$ cat config.mk
export PLATFORM = sky130hd
export DESIGN_NAME = nabp_shifter
export DESIGN_NICKNAME = d
export VERILOG_FILES = /design/src/rtl/nabp_shifter.sv
export SDC_FILE = /design/constraint.sdc
export NUM_CORES = 1
export LEC_CHECK = 0
export ABC_AREA = 1
export BUFFER_PORTS_ARGS = -buffer_cell sky130_fd_sc_hd__clkbuf_2
export CORE_ASPECT_RATIO = 1.5
export CORE_UTILIZATION = 54
export DETAILED_ROUTE_END_ITERATION = 6
export PLACE_DENSITY = 0.78
export SLEW_MARGIN = 0
export SYNTH_ARGS = -nofsm -noshare
export SYNTH_HDL_FRONTEND = slang
export SYNTH_SLANG_ARGS = --single-unit
$ cat constraint.sdc
create_clock -name clk -period 1.85 [get_ports clk]
set_input_delay 0.37 -clock clk [delete_from_list [all_inputs] [get_ports clk]]
set_output_delay 0.37 -clock clk [all_outputs]
set_load 0.03 [all_outputs]
$ cat src/rtl/nabp_shifter.sv
// Shift-control sequencer for the mapper: one kick pulse, a gated train of
// shift enables (PE back-pressure and abort aware), then one done pulse per pass.
module nabp_shifter #(
   parameter int MAX_SHIFTS = 128,
   parameter int CNT_W      = 8
) (
   input  logic             clk,
   input  logic             reset,
   input  logic             ss_start,
   input  logic [CNT_W-1:0] ss_shift_count,
   input  logic             ss_abort,
   input  logic             pe_ready,
   output logic             sh_ready,
   output logic             sh_kick,
   output logic             sh_shift_en,
   output logic             sh_done,
   output logic [CNT_W-1:0] sh_shift_idx
);

   localparam logic [CNT_W-1:0] MAX_CNT = CNT_W'(MAX_SHIFTS);

   typedef enum logic [1:0] {
      ready_s,
      kick_s,
      shifting_s,
      done_s
   } state_t;

   state_t           state_reg, state_next;
   logic [CNT_W-1:0] len_reg, len_next;
   logic [CNT_W-1:0] idx_reg, idx_next;
   logic             shift_en;

   always_ff @(posedge clk) begin
      if (reset) begin
         state_reg <= ready_s;
         len_reg   <= '0;
         idx_reg   <= '0;
      end else begin
         state_reg <= state_next;
         len_reg   <= len_next;
         idx_reg   <= idx_next;
      end
   end

   always_comb begin
      state_next = state_reg;
      len_next   = len_reg;
      idx_next   = idx_reg;
      shift_en   = 1'b0;
      case (state_reg)
         ready_s: begin
            if (ss_start) begin
               len_next   = (ss_shift_count > MAX_CNT) ? MAX_CNT : ss_shift_count;
               idx_next   = '0;
               state_next = kick_s;
            end
         end
         kick_s: begin
            state_next = (len_reg != '0) ? shifting_s : done_s;
         end
         shifting_s: begin
            // Abort wins over pe_ready; the last shift leaves idx at len-1 so it never wraps.
            if (ss_abort) begin
               state_next = done_s;
            end else if (pe_ready) begin
               shift_en = 1'b1;
               if (idx_reg == len_reg - 1'b1) begin
                  state_next = done_s;
               end else begin
                  idx_next = idx_reg + 1'b1;
               end
            end
         end
         done_s: begin
            state_next = ready_s;
         end
         default: begin
            state_next = ready_s;
         end
      endcase
   end

   assign sh_ready     = (state_reg == ready_s);
   assign sh_kick      = (state_reg == kick_s);
   assign sh_done      = (state_reg == done_s);
   assign sh_shift_en  = shift_en;
   assign sh_shift_idx = idx_reg;

endmodule

After elaboration in Yosys (flattened, before gate mapping)
Cells that the tools add are included.
{"block": "word_totals", "in_bits": 13, "ram_bits": 0, "romBits": 0, "register_bits": 18, "n_memories": 0, "latch_bits": 0, "out_inout_bits": 12, "wordCells": 37}
{"block": "op_classes", "div_mod_pow": 0, "n_mux": 15, "bitwise_logic": 0, "addsub": 2, "n_reduce_logical": 6, "eq_ne": 10, "order_cmp": 1, "shift": 0, "n_mul": 0}
{"op": "two-way mux 8 bit", "count": 5}
{"op": "one-hot mux 8 bit (2 select lines)", "count": 1}
{"op": "adder 8 x 1 -> 8 bit (second input constant)", "count": 1}
{"op": "equality test 8 bit", "count": 1}
{"op": "> comparator 8 bit (second input constant)", "count": 1}
{"op": "two-way mux 2 bit", "count": 4}
{"op": "inequality test 2 bit (second input constant)", "count": 4}
{"op": "one-hot mux 2 bit (4 select lines)", "count": 1}
{"op": "nonzero test 8 bit", "count": 1}
{"op": "subtractor 8 x 1 -> 8 bit (second input constant)", "count": 1}
{"op": "inequality test 3 bit (second input constant)", "count": 2}
{"op": "AND reduction 5 bit", "count": 1}
{"op": "equality test 2 bit (second input constant)", "count": 2}
{"op": "two-way mux 1 bit", "count": 4}
{"op": "AND reduction 3 bit", "count": 1}
{"op": "equality test 2 x 1 -> 1 bit (second input constant)", "count": 1}
{"op": "logical NOT 2 bit", "count": 1}
{"op": "AND reduction 2 bit", "count": 1}
{"op": "nonzero test 2 bit", "count": 1}

Depth between registers and ports, before layout
{"block": "logic_depth", "ltp_word": 6, "mapped_depth": 17, "depth_no_buf": 17}

Least setup slack after synthesis
OpenSTA, ideal clock, no wires.
{"block": "synth_path", "path_type": "flip-flop to flip-flop", "from": "reg state_reg[0]", "to": "reg idx_reg[5] (netlist: sh_shift_idx[5])", "arrival_time_ns": 2.066, "setup_time_ns": 0.133, "path_slack_ns": -0.349, "required_time_ns": 1.717, "period_less_slack_ns": 2.199, "path_stages_with_launch": 10, "n_path_buf": 0, "path_cell_list": "dfxtp_1 inv_1 ha_1 clkinv_1 nor3_1 nand2_2 nand2_4 nand2_4 nand2_1 a21oi_2"}
{"block": "synth_via", "elab_chain_cells": 3, "word_cells_on_any_way": 9, "cone_classes": "eq/ne (5); mux (1); reduce/logical (3)"}
{"element": "start, declared", "line_no": "29", "rtl": "state_t state_reg, state_next;"}
{"element": "start signal, assigned", "line_no": "36", "rtl": "state_reg <= ready_s;"}
{"element": "start signal, assigned", "line_no": "40", "rtl": "state_reg <= state_next;"}
{"element": "equality test 2 bit / logical NOT 2 bit (equally long branches)", "line_no": "51", "rtl": "case (state_reg)"}
{"element": "inequality test 2 bit (no line) / nonzero test 2 bit (equally long branches)"}
{"element": "AND reduction 5 bit (no line)"}
{"element": "end signal, assigned", "line_no": "42", "rtl": "idx_reg <= idx_next;"}
{"element": "end, declared", "line_no": "31", "rtl": "logic [CNT_W-1:0] idx_reg, idx_next;"}
Parallel ways exist; a longest one is shown, timed or not.
A chain may end at the register's enable or synchronous reset.

Worst setup path in the final report
{"block": "layout_path", "from": "reg len_reg[0]", "to": "reg idx_reg[7] (netlist: sh_shift_idx[7])"}
{"block": "layout_via", "elab_chain_cells": 4}
{"element": "start, declared", "line_no": "30", "rtl": "logic [CNT_W-1:0] len_reg, len_next;"}
{"element": "start signal, assigned", "line_no": "41", "rtl": "len_reg <= len_next;"}
{"element": "subtractor 8 x 1 -> 8 bit", "line_no": "68", "rtl": "if (idx_reg == len_reg - 1'b1) begin"}
{"element": "equality test 8 bit", "line_no": "68"}
{"element": "inequality test 2 bit (no line)"}
{"element": "AND reduction 5 bit (no line)"}
Every way passes these cells.

==> key figures <==
Route
  • Vias/cell: 5.529
  • DR WL/cell: 12.94 µm
  • Residual DRC count: 0
  • Pre-antenna DRT Iters: 4
  • Iteration-0 DRC Markers: 34
  • DRT Wirelength: 3299 µm
  • Post-DRT Antenna Nets: 0
  • Via count: 1,410

Power and ir drop
  • Static Leak: 0.0006991 µW
  • Worst vdd ir: 0.0008558 V
  • Power density cells: 1464 nW/µm²

Critical path
  • Crit. End Element: register
  • WP data required: 2.10 ns
  • RR Endpoint: sh_shift_idx[7]$_SDFFE_PP0P_
  • Worst path slowest cell: dfxtp_2
  • Setup CP Type: register to register
  • Cell depth of the worst setup path: 16
  • Crit-path max FO: 8
  • Reg-to-Reg Start: len_reg[0]$_SDFFE_PP0P_
  • Cell seen most often among critical-path stages: nand2_1
  • Delay-heaviest family, CP: simple AND/OR/NAND/NOR gates
  • Buffers & Inverters on Critical Path: 2
  • CP peak stage delay: 0.36 ns
  • CP arrival: 2.10 ns
  • Worst R2R Setup Slack: -0.005 ns
  • Reg2Reg Depth: 16
  • CP Launch Type: register
  • CP cell instances: inv_2, ha_4, inv_2, nand2_1, nand2_1, nor2_1, nand2_1, nor2_1, nand2_1, nor2_2, nand2_1, nand2_2, nand2_4, nand2_8, nand2_2, a21oi_2

Timing
  • Relative slew slack: 68.75%
  • Final Slew Violations: 0
  • Tightest Pin Transition: 0.4647 ns
  • RSZ-0062 raised after global routing: yes
  • Hold Fails Final Rpt: 0
  • Max Freq: 0.5392 GHz
  • Final setup margin: -0.004697 ns
  • Clk_skew: 0.004274 ns
  • Setup TNS: -0.005028 ns
  • Tcrit/Tclk final: 100.3%
  • Final setup fails: 2
  • Tmin final: 1.855 ns

Yosys
  • Synth Cell Area: 1286 µm²
  • Post-synth top area cell: dfxtp_1
  • Flops & latches, synth: 18
  • Top-area cell type share of the netlist area: 28.02%
  • Cell variety after synth: 25
  • Most numerous cell in the Yosys netlist: nand2_1
  • Count of flip-flops with a built-in enable after synthesis: 0
  • Area contributors post-synth: dfxtp_1 28%, nand2_1 16%, nand3_1 8.6%
  • Post-synth top cells: 54 x nand2_1, 23 x inv_1, 22 x nand3_1, 18 x dfxtp_1, 17 x nor2_1
  • Cells after Synth: 200
  • Synth warnings: 0
  • Post-Syn Area per Cell: 6.431 µm²
  • Async set-or-reset flop fraction in the synthesized netlist: 0%
  • Register area share after synthesis: 28.02%
  • Post-Syn Nets: 219
  • Top FF cell, synth: dfxtp_1

Cells and area
  • Layout cell share with drive strength beyond 1: 31.90%
  • Ant diodes: 0
  • Multi-input logic area: 895.9 µm²
  • Area growth, synth to finish: 24.90%
  • Filler cell count: 199
  • Register area: 365.4 µm²
  • Post-layout net count: 252
  • Post-Route Utilization: 71.93%

Clocking
  • Clock buffer depth: 2
  • H-tree depth: 1
  • Clk_lat worst skew: 0.31 ns
  • CTS tree: done
  • Total CTS buffers: 3
  • Clock-pin slew on the worst setup and hold paths: 0.11 ns
  • CTS sink cnt: 18
  • Root Driver: clkbuf_4

Min path
  • Min-Delay Path Depth: 3
  • WHS Endpoint: len_reg[3]$_SDFFE_PP0P_
  • Min-delay src: ss_shift_count[3]
  • Worst Hold Class: input port to register

Global route
  • M3 GR Usage: 2.312%
  • First-pass GRT wire length: 5188 µm
  • Gr busiest metal: met2
  • Vias in the first global route: 1,288
  • GR Overflow Total: 0
  • Largest net degree at the start of global routing: 17
  • GR Util met1: 27.37%
  • Met2 GRT Util: 50.22%
  • Tot GR Track Use: 26.11%
  • Initial antenna violation count: 0

Flow run
  • Max cap viols: 0

Floorplan
  • Die span in y: 61.77 µm
  • Starting Density: 57.59%
  • Boundary Pins: 25
  • Core area: 2233 µm²
  • Die Area: 2585 µm²
  • Num rows: 21
  • Die width: 41.85 µm

Status
  • Failing checks: setup timing
  • Status: complete, but fails checks

Placement
  • Final HPWL from detailed placement: 2512 µm
  • Routability cong.: 0.8510
  • Number of port buffers: 24
==> power breakdown <==
group | internal, µW | total, µW | leakage (µW) | switching, µW
sequential | 481 | 591 | 0.000149 | 111
clock | 120 | 257 | 0.0000210 | 137
combinational | 542 | 1500 | 0.000530 | 962
==> cells in the final DEF, fill, tap and decap left out, drive strengths merged <==
cell     n
or2      1
ha       6
nand3   22
o21ai    2
xnor2    3
nand4    5
buf      8
o31ai    1
xor2     5
o21bai   1
nor3     3
a211oi   4
inv     26
a21oi   17
nor2    21
clkbuf  27
dfxtp   18
nor3b    2
nand2   59
o311ai   1
==> worst min-delay path, stage by stage <==
cell and delay, ns:
clkbuf_2 0.09, nand2_1 0.07, a21oi_1 0.06
==> layer usage <==
metal / share of wire [%] / wire length, µm / up-vias
li1: - / - / 714
met1: 40 / 1307 / 658
met2: 55 / 1808 / 29
met3: 3.0 / 98 / 9
met4: 2.6 / 85 / 0
met5: 0 / 0 / -
==> worst max path at each step <==
stage	startpoint	to	slack (ns)
floorplan	state_reg[0]$_SDFFE_PP0P_	sh_shift_idx[5]$_SDFFE_PP0P_	0.09
global placement	len_reg[1]$_SDFFE_PP0P_	sh_shift_idx[1]$_SDFFE_PP0P_	0.02
detailed placement	len_reg[1]$_SDFFE_PP0P_	sh_shift_idx[1]$_SDFFE_PP0P_	-0.06
CTS	len_reg[0]$_SDFFE_PP0P_	sh_shift_idx[2]$_SDFFE_PP0P_	-0.02
global route	len_reg[1]$_SDFFE_PP0P_	sh_shift_idx[4]$_SDFFE_PP0P_	-0.21
finish	len_reg[0]$_SDFFE_PP0P_	sh_shift_idx[7]$_SDFFE_PP0P_	-0.005
==> layout make-up <==
cell class / instances / area share, %
well taps: 23 / 1.791
clock buffers: 4 / 2.259
flip-flops and latches: 18 / 22.74
inverters: 26 / 6.075
repair buffers: 31 / 11.37
multi-input cells: 153 / 55.76
==> kinds of logic after synthesis <==
family                     Yosys count  share of synthesized area (%)
xor gates and xnor gates             8                          5.448
DFF                                 18                          28.02
adders and majority gates            6                          5.836
AOI/OAI and AO/OA                   26                          12.74
buffers and inverters               30                          8.754
and+or+nand+nor                    112                          39.20
==> stage by stage <==
step	std cells	total power (µW)	area [µm²]	worst slack, ns	hold WS [ns]
2_1_floorplan	200	1593	1297	0.08746	0.4730
3_3_place_gp	246	1844	1454	0.02392	0.4840
3_5_place_dp	246	1890	1454	-0.05629	0.4900
4_1_cts	252	2221	1535	-0.02115	0.3175
5_1_grt	255	2558	1607	-0.2110	0.3205
6_report	255	2353	1607	-0.004697	0.3166
==> timing repair <==
action | in CTS | in global routing
pin swaps | 8 | 11
hold buffers | 0 | 0
setup endpoints to repair | 9 | 11
setup buffers | 1 | 3
endpoints found under the hold margin | 0 | 0
gates cloned | 1 | 0
resized for setup | 12 | 16
Power figures use the tool's default switching activity.
